<file path="src/rtl/seq_mult_pkg.sv">
// Shared types and helpers for the seq_mult shift-add multiplier.
package seq_mult_pkg;

    typedef enum logic [1:0] {
        IDLE = 2'd0,
        CALC = 2'd1,
        FIN  = 2'd2
    } state_t;

    localparam int DEFAULT_WIDTH = 4;

    // Iteration counter must reach WIDTH without wrapping.
    function automatic int cnt_width(input int width);
        return $clog2(width + 1);
    endfunction

endpackage

</file>
<file path="src/rtl/seq_mult_if.sv">
// Request/response bundle for seq_mult; sgn exists only when SEQ_MULT_SIGNED_EN is defined.
// Handshake: start is a request sampled only while busy=0 (IDLE or FIN); a, b (and sgn) are captured
// on that edge, busy stays high during the WIDTH iterations, done pulses for one cycle with p valid.
interface seq_mult_if #(parameter int WIDTH = 4);
    logic                 start;
    logic [WIDTH-1:0]     a;
    logic [WIDTH-1:0]     b;
`ifdef SEQ_MULT_SIGNED_EN
    logic                 sgn;
`endif
    logic                 busy;
    logic                 done;
    logic [2*WIDTH-1:0]   p;

    modport master (
`ifdef SEQ_MULT_SIGNED_EN
        output sgn,
`endif
        output start, a, b,
        input  busy, done, p
    );

    modport slave (
`ifdef SEQ_MULT_SIGNED_EN
        input  sgn,
`endif
        input  start, a, b,
        output busy, done, p
    );
endinterface

</file>
<file path="src/rtl/adder_wbit.sv">
// WIDTH-bit ripple-carry adder made of chained full-adder cells.
module adder_wbit #(
    parameter int WIDTH = 4
) (
    input  logic [WIDTH-1:0] a,
    input  logic [WIDTH-1:0] b,
    input  logic             c_in,
    output logic [WIDTH-1:0] s,
    output logic             c_out
);
    logic [WIDTH:0] c;

    assign c[0] = c_in;

    for (genvar i = 0; i < WIDTH; i++) begin : g_fa
        assign s[i]   = a[i] ^ b[i] ^ c[i];
        assign c[i+1] = (a[i] & b[i]) | (c[i] & (a[i] ^ b[i]));
    end

    assign c_out = c[WIDTH];
endmodule

</file>
<file path="src/rtl/seq_mult.sv">
// Sequential shift-add multiplier reusing one WIDTH-bit adder over WIDTH cycles.
// Optional two's-complement mode is enabled with the macro SEQ_MULT_SIGNED_EN.
module seq_mult
    import seq_mult_pkg::*;
#(
    parameter int WIDTH = DEFAULT_WIDTH
) (
    input  logic          clk,
    input  logic          rst,
    seq_mult_if.slave     bus,
    output state_t        state
);
    localparam int CW = cnt_width(WIDTH);

    state_t                state_q, state_d;
    logic [WIDTH-1:0]      mcand_q;
    logic [2*WIDTH-1:0]    acc_q;
    logic [CW-1:0]         cnt_q;
    logic [2*WIDTH-1:0]    p_q;
    logic                  neg_q;

    logic                  accept;
    logic                  last;
    logic [WIDTH-1:0]      a_mag, b_mag;
    logic                  neg_d;
    logic [WIDTH-1:0]      addend, sum;
    logic                  carry;
    logic [2*WIDTH-1:0]    acc_next;
    logic [2*WIDTH-1:0]    result;

    assign accept = bus.start && (state_q != CALC);
    assign last   = (state_q == CALC) && (cnt_q == CW'(WIDTH - 1));

    always_comb begin
        a_mag = bus.a;
        b_mag = bus.b;
        neg_d = 1'b0;
`ifdef SEQ_MULT_SIGNED_EN
        if (bus.sgn) begin
            if (bus.a[WIDTH-1]) a_mag = ~bus.a + WIDTH'(1);
            if (bus.b[WIDTH-1]) b_mag = ~bus.b + WIDTH'(1);
            neg_d = bus.a[WIDTH-1] ^ bus.b[WIDTH-1];
        end
`endif
    end

    // Low half of the accumulator doubles as the multiplier shift register,
    // so acc_q[0] is always the current multiplier bit.
    assign addend = acc_q[0] ? mcand_q : '0;

    adder_wbit #(.WIDTH(WIDTH)) u_adder (
        .a     (acc_q[2*WIDTH-1:WIDTH]),
        .b     (addend),
        .c_in  (1'b0),
        .s     (sum),
        .c_out (carry)
    );

    assign acc_next = {carry, sum, acc_q[WIDTH-1:1]};
    assign result   = neg_q ? (~acc_next + (2*WIDTH)'(1)) : acc_next;

    always_ff @(posedge clk) begin
        if (rst) state_q <= IDLE;
        else     state_q <= state_d;
    end

    always_comb begin
        state_d = state_q;
        case (state_q)
            IDLE:    if (bus.start) state_d = CALC;
            CALC:    if (last)      state_d = FIN;
            FIN:     state_d = bus.start ? CALC : IDLE;
            default: state_d = IDLE;
        endcase
    end

    always_ff @(posedge clk) begin
        if (rst) begin
            mcand_q <= '0;
            acc_q   <= '0;
            cnt_q   <= '0;
            p_q     <= '0;
            neg_q   <= 1'b0;
        end else if (accept) begin
            mcand_q <= a_mag;
            acc_q   <= {{WIDTH{1'b0}}, b_mag};
            cnt_q   <= '0;
            neg_q   <= neg_d;
        end else if (state_q == CALC) begin
            acc_q <= acc_next;
            cnt_q <= cnt_q + CW'(1);
            if (last) p_q <= result;
        end
    end

    assign bus.busy = (state_q == CALC);
    assign bus.done = (state_q == FIN);
    assign bus.p    = p_q;
    assign state    = state_q;
endmodule
</file>
<file path="src/flat_wrapper.sv">
// flat-port wrapper written by rule: the top's interface ports become plain ports
module seq_mult_flat import seq_mult_pkg::*;
#(
    parameter int WIDTH = DEFAULT_WIDTH
)
  (clk, rst, state, bus_start, bus_a, bus_b, bus_busy, bus_done, bus_p);
  seq_mult_if #(.WIDTH(WIDTH)) bus_i ();
  input  logic clk;
  input  logic rst;
  output state_t state;
  input wire logic [$bits(bus_i.start)-1:0] bus_start;
  input wire logic [$bits(bus_i.a)-1:0] bus_a;
  input wire logic [$bits(bus_i.b)-1:0] bus_b;
  output wire logic [$bits(bus_i.busy)-1:0] bus_busy;
  output wire logic [$bits(bus_i.done)-1:0] bus_done;
  output wire logic [$bits(bus_i.p)-1:0] bus_p;
  assign bus_i.start = bus_start;
  assign bus_i.a = bus_a;
  assign bus_i.b = bus_b;
  assign bus_busy = bus_i.busy;
  assign bus_done = bus_i.done;
  assign bus_p = bus_i.p;
  seq_mult #(.WIDTH(WIDTH)) u_core (.clk(clk), .rst(rst), .bus(bus_i), .state(state));
endmodule
</file>
<file path="config.mk">
export PLATFORM = sky130hd
export DESIGN_NAME = seq_mult_flat
export DESIGN_NICKNAME = d
export VERILOG_FILES = /design/src/rtl/seq_mult_pkg.sv /design/src/rtl/seq_mult_if.sv /design/src/rtl/adder_wbit.sv /design/src/rtl/seq_mult.sv /design/src/flat_wrapper.sv
export SDC_FILE = /design/constraint.sdc
export NUM_CORES = 1
export LEC_CHECK = 0
export BUFFER_PORTS_ARGS = -buffer_cell sky130_fd_sc_hd__clkbuf_2
export CORE_MARGIN = 2
export CORE_UTILIZATION = 57
export CTS_CLUSTER_SIZE = 40
export DETAILED_ROUTE_END_ITERATION = 16
export PLACE_DENSITY = 0.9
export SETUP_SLACK_MARGIN = 0.1
export SKIP_LAST_GASP = 1
export SLEW_MARGIN = 20
export SYNTH_ARGS = -nofsm -noshare
export SYNTH_HDL_FRONTEND = slang
export SYNTH_SLANG_ARGS = --single-unit
</file>
<file path="constraint.sdc">
create_clock -name clk -period 3.2 [get_ports clk]
set_clock_uncertainty 0.15 [all_clocks]
set_input_delay 0.64 -clock clk [delete_from_list [all_inputs] [get_ports clk]]
set_output_delay 0.64 -clock clk [all_outputs]
set_load 0.03 [all_outputs]
</file>
# == After elaboration in Yosys (flattened, before gate mapping) ==
# Cells that the tools add are included.
# op_classes
add_sub_neg,1
n_mul,0
div_mod_pow,0
n_lt_le_gt_ge,0
n_eq_ne,6
shift,0
n_mux,7
n_bitwise,18
reduce_logical,7
# ops
operator,n
$mux W4,3
$and A1 B1 Y1,7
$xor A1 B1 Y1,7
$pmux W2 S3,1
$mux W2,2
$ne A2 B1 Y1 const B,2
$add A3 B1 Y3 const B,1
$eq A3 B2 Y1 const B,1
$or A1 B1 Y1,3
$reduce_and A3 Y1,1
$eq A2 B1 Y1 const B,1
$eq A2 B2 Y1 const B,1
$logic_and A1 B1 Y1,2
$logic_not A2 Y1,1
$ne A2 B2 Y1 const B,1
$reduce_and A2 Y1,1
$reduce_bool A2 Y1,1
$reduce_or A2 Y1,1
$mux W1,1
$not A1 Y1,1
# totals
reg_bits,25
latch_bits,0
ramBits,0
rom_bits,0
in_bits,11
word_cells,45
mem_count,0

# == Depth between registers and ports, before layout ==
# Gate-level depths: netlist of run 1.
# depth
depth_word,8
depth_mapped,10
depth_no_buf,10

# == Hierarchy ==
# Synthesis of run 1 repeated with hierarchy kept, for this count alone.
# unflattened
cells_unflattened,138
area_unflattened_um2,1164.9
# modules_own_cells
mod,instances,cells_per_inst,area_per_inst_um2,seq_area_each_um2
seq_mult,1,124,1047.3,500.5
adder_wbit,1,14,117.6,0.0

# == Least setup slack after synthesis of run 1 ==
# No wires, ideal clock.
# synth_path
path_type,flip-flop to flip-flop
startpoint,register u_core.acc_q[0]
endpoint,register u_core.acc_q[6]
setup_time_ps,132
arrival_time_ps,1851
setup_slack_ps,1066
path_stages_with_launch,11
path_buffers,0
synth_period_minus_slack_ps,2134
cell_sequence,dfxtp_1 -> and2_1 -> ha_1 -> inv_1 -> fa_1 -> inv_1 -> fa_1 -> inv_1 -> fa_1 -> nand2b_1 -> a21oi_1
# synth_between
elab_chain_len,7
word_cells_on_any_way,12
# synth_rtl
item,line_no,text
from (decl),seq_mult.sv:17,logic [2*WIDTH-1:0] acc_q;
from (signal assigned),seq_mult.sv:86,"acc_q <= {{WIDTH{1'b0}}, b_mag};"
from (signal assigned),seq_mult.sv:90,acc_q <= acc_next;
$mux W4 (*),seq_mult.sv:49,assign addend = acc_q[0] ? mcand_q : '0;
$and A1 B1 Y1 / $xor A1 B1 Y1 (equally long branches),adder_wbit.sv:17,assign c[i+1] = (a[i] & b[i]) | (c[i] & (a[i] ^ b[i]));
$and A1 B1 Y1,adder_wbit.sv:17,
$or A1 B1 Y1,adder_wbit.sv:17,
$and A1 B1 Y1,adder_wbit.sv:17,
$or A1 B1 Y1,adder_wbit.sv:17,
$xor A1 B1 Y1 (*),adder_wbit.sv:16,assign s[i] = a[i] ^ b[i] ^ c[i];
# Mark *: on every way between the ends. The rest lies on a longest branch, timed or not.
# A chain may end at the register's enable or synchronous reset.

# == Worst setup path after layout of run 1 ==
# Same ends and word-level chain as after synthesis.

==> results of run 1 <==
-- logic make-up after synthesis --
kind of cell,after synthesis,share of synthesized area (%)
and+or+nand+nor,49,20.1
AOI/OAI and AO/OA,32,18.1
DFF,25,43.7
buffers and inverters,17,9.51
adders and majority gates,6,8.53
-- worst max-delay path: stages, from the launching register on --
cell and delay [ps]:
dfxtp_1 400, and2_1 150, ha_1 130, inv_1 40, fa_1 360, inv_1 80, fa_1 160, inv_1 50
fa_1 450, nand2b_1 160, a21oi_1 130
-- routing by layer --
| layer | GRT usage [%] | up-vias |
|---|---|---|
| li1 | - | 464 |
| met1 | 28.5 | 430 |
| met2 | 35.4 | 20 |
| met3 | 2.76 | 0 |
| met4 | 4.29 | 0 |
| met5 | 0 | - |
-- sequential cells by signal, summed over array words and instances (netlist names) --
name,cells
u_core.acc_q,8
u_core.bus.p,8
u_core.mcand_q,4
u_core.cnt_q,3
u_core.state,2
-- layout by cell type (no fill, tap or decap), drive strengths merged --
master and count:
nor2 9, and3b 1, a211oi 7, fa 3
o21ai 4, ha 3, nand3 11, a21oi 20
o22a 1, inv 8, clkbuf 25, dfxtp 25
and2b 1, buf 1, and2 2, nand3b 1
nand2b 6, clkinv 1, nand2 18
-- power groups by stage --
stage,logic (W),clock network [W],registers [W]
after floorplan,0.0000525,0,0.000337
after global placement,0.0000612,0,0.000336
after detailed placement,0.0000634,0,0.000337
after CTS,0.0000640,0.000140,0.000330
after global routing,0.0000702,0.000150,0.000332
final,0.0000638,0.000137,0.000330
-- final cells by class --
type                    count  share of cell area, %
flip-flops and latches     25                   40.0
multi-input cells          87                   42.8
clock buffers               3                   1.80
well taps                  27                   2.70
inverters                   8                   3.00
clock inverters             1                  0.400
repair buffers             23                   9.39
-- stage by stage --
step / hold WS [ps] / cell area (µm²) / power, W
CTS: 315 / 1250 / 0.000534
global placement: 290 / 1220 / 0.000397
global route: 346 / 1250 / 0.000552
detailed placement: 297 / 1220 / 0.000400
finish: 312 / 1250 / 0.000531
floorplan: 298 / 1140 / 0.000390
-- worst max path at each step --
| stage | from | end | slack [ps] | depth (start not counted) |
|---|---|---|---|---|
| floorplan | u_core.acc_q[0] | u_core.acc_q[6] | 1070 | 10 |
| global placement | u_core.acc_q[0] | u_core.acc_q[6] | 1020 | 10 |
| detailed placement | u_core.acc_q[0] | u_core.acc_q[6] | 920 | 10 |
| CTS | u_core.acc_q[0] | u_core.acc_q[6] | 880 | 10 |
| global route | u_core.acc_q[0] | u_core.acc_q[6] | 670 | 10 |
| finish | u_core.acc_q[0] | u_core.acc_q[6] | 880 | 10 |
==> impl_metrics.env, run 1 <==
export IMPL_status="completed"
export IMPL_topRoutingLayerUsed="met3"
export IMPL_ys_ff_latch=25
export IMPL_grt_overflow_total=0
export IMPL_vias_per_cell=5.25
export IMPL_htree_levels=1
export IMPL_final_core_util_pct=65.2
export IMPL_reg2reg_depth=10
export IMPL_grt_pass1_wl_um=3910
export IMPL_die_h_um=48.8
export IMPL_fmax_mhz=431
export IMPL_hold_path_class="reg2reg"
export IMPL_place_congestion=0.803
export IMPL_antenna_found_initial=0
export IMPL_cts_tree="done"
export IMPL_drcViolationCount=0
export IMPL_power_frac_clock_pct=25.8
export IMPL_synth_top_flop_cell="dfxtp_1"
export IMPL_die_x_um=48.8
export IMPL_crit_type="reg2reg"
export IMPL_seq_power_share_pct=62.1
export IMPL_min_from="u_core.bus.p[0]"
export IMPL_timing_rr_start="u_core.acc_q[0]"
export IMPL_placeableCoreArea_um2=1920
export IMPL_p_int_w=0.000391
export IMPL_grt_setup_unrepaired="no"
export IMPL_io_buffer_count=22
export IMPL_path_max_fanout=5
export IMPL_dp_hpwl_um=1610
export IMPL_num_vias=914
export IMPL_seq_area_frac_synth_pct=43.7
export IMPL_leakage_nw=0.498
export IMPL_fin_setup_tns_ps=0
export IMPL_ant_nets=0
export IMPL_place_ws_ps=916
export IMPL_post_cts_buffers=0
export IMPL_avgSynthCellArea_um2=8.87
export IMPL_yosysTopAreaCell="dfxtp_1"
export IMPL_root_buffer="clkbuf_4"
export IMPL_ys_types=25
export IMPL_cts_clk_slew_worst_paths_ps=130
export IMPL_cts_made_buffers=3
export IMPL_crit_path_end_kind="register"
export IMPL_grt_usage_pct=20.8
export IMPL_cts_resized=0
export IMPL_m1WireLength_um=976
export IMPL_num_antenna_cells=0
export IMPL_rrSetupSlack_ps=880
export IMPL_dr_pass1_iters=4
export IMPL_start_util_pct=59.6
export IMPL_ff_latch_area_um2=500
export IMPL_die_area_um2=2380
export IMPL_synthTopCellsByArea="dfxtp_1, a21oi_1, nand2_1"
export IMPL_synthArstFlopShare_pct=0
export IMPL_area_growth_pct=9.40
export IMPL_cts_num_sinks=25
export IMPL_crit_required_ps=3290
export IMPL_synth_nets=146
export IMPL_multi_input_area_um2=536
export IMPL_cts_max_path_buffers=2
export IMPL_finalSetupViolations=0
export IMPL_drt_iter0_drc=13
export IMPL_rows=16
export IMPL_whs_endpoint="u_core.bus.p[0]"
export IMPL_synth_edf_count=0
export IMPL_synth_top_area_share_pct=43.7
export IMPL_grt_pass1_vias=852
export IMPL_hold_viol=0
export IMPL_finalWorstSetupSlack_ps=878
export IMPL_yosys_cell_count_top_type="dfxtp_1"
export IMPL_swShare_pct=26.4
export IMPL_p_comb_share_pct=12.0
export IMPL_place_inst=170
export IMPL_cap_violations=0
export IMPL_peakVddDrop_v=0.000271
export IMPL_nets=165
export IMPL_synth_area_um2=1140
export IMPL_layout_drive_gt1_share_pct=23.8
export IMPL_wl_per_cell_um=12.7
export IMPL_worst_ep_arrival_time_ps=2410
export IMPL_yosysWarnings=0
export IMPL_clock_latency_ps=310
export IMPL_slew_headroom_pct=64.7
export IMPL_power_switching_w=0.000140
export IMPL_ys_top_cells_by_count="dfxtp_1, nand2_1, a21oi_1"
export IMPL_tightestPinTransition_ps=530
export IMPL_start_kind="register"
export IMPL_wl_met2_um=1150
export IMPL_wl_met3_um=85
export IMPL_slew_viol_final=0
export IMPL_ios=23
export IMPL_pwr_density_cell_nw_per_um2=424
export IMPL_fill_cells=183
export IMPL_period_minus_slack_ps=2320
export IMPL_cts_hold_repair_buffers=0
export IMPL_wl_um=2210
export IMPL_timing_rr_end="u_core.acc_q[6]"
export IMPL_grt_max_degree=26
export IMPL_layoutNonFillerInstCount=174
export IMPL_min_delay_path_depth=2
export IMPL_netlist_instances=129
export IMPL_post_route_period_util_pct=72.6
Note: power is estimated with default switching activity, not from simulation.
==> run 2, diff against run 1 <==
--- a/config.mk
+++ b/config.mk
@@ -7,10 +7,10 @@
 export LEC_CHECK = 0
 export BUFFER_PORTS_ARGS = -buffer_cell sky130_fd_sc_hd__clkbuf_2
 export CORE_MARGIN = 2
-export CORE_UTILIZATION = 57
+export CORE_UTILIZATION = 53
 export CTS_CLUSTER_SIZE = 40
 export DETAILED_ROUTE_END_ITERATION = 16
-export PLACE_DENSITY = 0.9
+export PLACE_DENSITY = 0.85
 export SETUP_SLACK_MARGIN = 0.1
 export SKIP_LAST_GASP = 1
 export SLEW_MARGIN = 20
==> constraint.sdc (replaced) <==
create_clock -name clk -period 2.3 [get_ports clk]
set_clock_uncertainty 0.15 [all_clocks]
set_input_delay 0.46 -clock clk [delete_from_list [all_inputs] [get_ports clk]]
set_output_delay 0.46 -clock clk [all_outputs]
set_load 0.03 [all_outputs]
==> run 2 against run 1 <==
Net effect:
- non-clock buffer count is 1 higher
- setup slack worse by 790 ps
- worst hold slack worse by 110 ps
- critical path depth stayed put
- cell area is 3.3% higher
- critical path type unchanged
- fmax is 5.2% higher
- first-iteration DRC count is 46% higher
- largest power group unchanged
- register-to-register slack worse by 790 ps
- sequential power is 39% higher
- critical endpoint unchanged
- combinational power is 44% higher
- routed wire length is 1.4% higher
==> impl_metrics.env, run 2 (synthesized netlist as in run 1, its figures left out) <==
export IMPL_status="completed"
export IMPL_p_comb_share_pct=12.4
export IMPL_hold_viol=0
export IMPL_cap_violations=0
export IMPL_layout_drive_gt1_share_pct=31.8
export IMPL_slew_viol_final=0
export IMPL_layout_common_cells="dfxtp_1, clkbuf_2, nand2_1"
export IMPL_grt_overflow_total=0
export IMPL_multi_input_area_um2=567
export IMPL_wl_per_cell_um=12.8
export IMPL_cts_made_buffers=3
export IMPL_seq_power_share_pct=61.7
export IMPL_cts_hold_repair_buffers=0
export IMPL_grt_pass1_vias=874
export IMPL_start_kind="register"
export IMPL_power_switching_w=0.000197
export IMPL_num_antenna_cells=0
export IMPL_ff_latch_area_um2=503
export IMPL_io_buffer_count=22
export IMPL_hold_path_class="in2reg"
export IMPL_slew_headroom_pct=65.3
export IMPL_vias_per_cell=5.33
export IMPL_path_max_fanout=2
export IMPL_rows=16
export IMPL_grt_pass1_wl_um=3840
export IMPL_root_buffer="clkbuf_4"
export IMPL_tightestPinTransition_ps=521
export IMPL_finalSetupViolations=0
export IMPL_design_area_um2=1290
export IMPL_start_util_pct=57.2
export IMPL_cts_tree="done"
export IMPL_finalPower_w=0.000744
export IMPL_period_minus_slack_ps=2210
export IMPL_crit_type="reg2reg"
export IMPL_area_growth_pct=13.0
export IMPL_drcViolationCount=0
export IMPL_dp_hpwl_um=1590
export IMPL_cts_max_path_buffers=2
export IMPL_swShare_pct=26.5
export IMPL_dpl_cell_area_um2=1220
export IMPL_post_route_period_util_pct=96.0
export IMPL_dr_pass1_iters=4
export IMPL_finalWorstSetupSlack_ps=92.2
export IMPL_worst_ep_arrival_time_ps=2310
export IMPL_htree_levels=1
export IMPL_die_h_um=50.5
export IMPL_pwr_density_cell_nw_per_um2=575
export IMPL_clock_latency_ps=310
export IMPL_final_core_util_pct=64.6
export IMPL_fill_cells=174
export IMPL_wl_um=2240
export IMPL_antenna_found_initial=0
export IMPL_place_congestion=0.761
export IMPL_num_vias=932
export IMPL_ant_nets=0
export IMPL_cts_clk_slew_worst_paths_ps=140
export IMPL_crit_required_ps=2400
export IMPL_placeableCoreArea_um2=2000
export IMPL_p_int_w=0.000547
export IMPL_die_area_um2=2550
export IMPL_peakVddDrop_v=0.000374
export IMPL_cts_num_sinks=25
export IMPL_grt_max_degree=26
export IMPL_leakage_nw=0.509
export IMPL_place_ws_ps=-33.5
export IMPL_ios=23
export IMPL_die_x_um=50.5
export IMPL_grt_setup_unrepaired="yes"
export IMPL_final_common_cell="dfxtp_1"
export IMPL_power_frac_clock_pct=25.9
export IMPL_nets=166
export IMPL_drt_iter0_drc=19
export IMPL_crit_path_end_kind="register"
export IMPL_grt_usage_pct=19.9
export IMPL_fmax_mhz=453
## run 2: cell count changes in the layout (fill, tap and decap cells not counted), sizes merged
cell / before / now
buf: 1 / 2
## run 2: metrics by stage
stage,hold WS [ps],instances,TNS (ps)
after floorplan,298,129,0
after global placement,295,170,0
after detailed placement,299,170,-33.5
after CTS,193,175,0
after global routing,189,175,0
final,197,175,0
## run 2: worst max-delay path, cell delays in order, from the launching register on
cell and delay [ps]:
dfxtp_2 350, and2_4 160, ha_4 150, inv_2 50, fa_2 180, inv_2 40
fa_2 320, inv_2 60, fa_1 420, nand2b_4 160, a21oi_2 120
## run 2: worst paths after layout
| path | start | to | slack, ps | cells after the start |
|---|---|---|---|---|
| min reg2reg | u_core.bus.p[3] | u_core.bus.p[3] | 310 | 2 |
| max reg2reg | u_core.mcand_q[0] | u_core.acc_q[6] | 90 | 10 |
| max | u_core.mcand_q[0] | u_core.acc_q[6] | 90 | 10 |
| min | bus_b[0] | u_core.acc_q[0] | 200 | 3 |
## run 2: routing by layer
metal / vias up / GRT usage (%) / routed length [µm]
li1: 465 / - / -
met1: 431 / 23.9 / 953
met2: 32 / 35.3 / 1150
met3: 4 / 4.46 / 110
met4: 0 / 5.86 / 26
met5: - / 0 / 0
## run 2: final cells by class
class	count	share of cell area, %
Multi-Input combinational cell	87	43.8
Timing Repair Buffer	24	9.67
Inverter	8	2.90
Tap cell	27	2.61
Clock inverter	1	0.387
Clock buffer	3	1.74
Sequential cell	25	38.9
## run 2: power groups by stage
stage	combinational [W]	clock [W]	sequential, W
after floorplan	0.0000731	0	0.000469
after global placement	0.0000834	0	0.000468
after detailed placement	0.0000867	0	0.000469
after CTS	0.0000922	0.000199	0.000459
after global routing	0.000101	0.000221	0.000461
final	0.0000920	0.000193	0.000459
## run 2: what timing repair did
action / 4_1_cts / 5_1_grt
buffers inserted: 1 / 0
resized for setup: 12 / 0
setup endpoints to repair: 4 / 4
pin swaps: 4 / 4
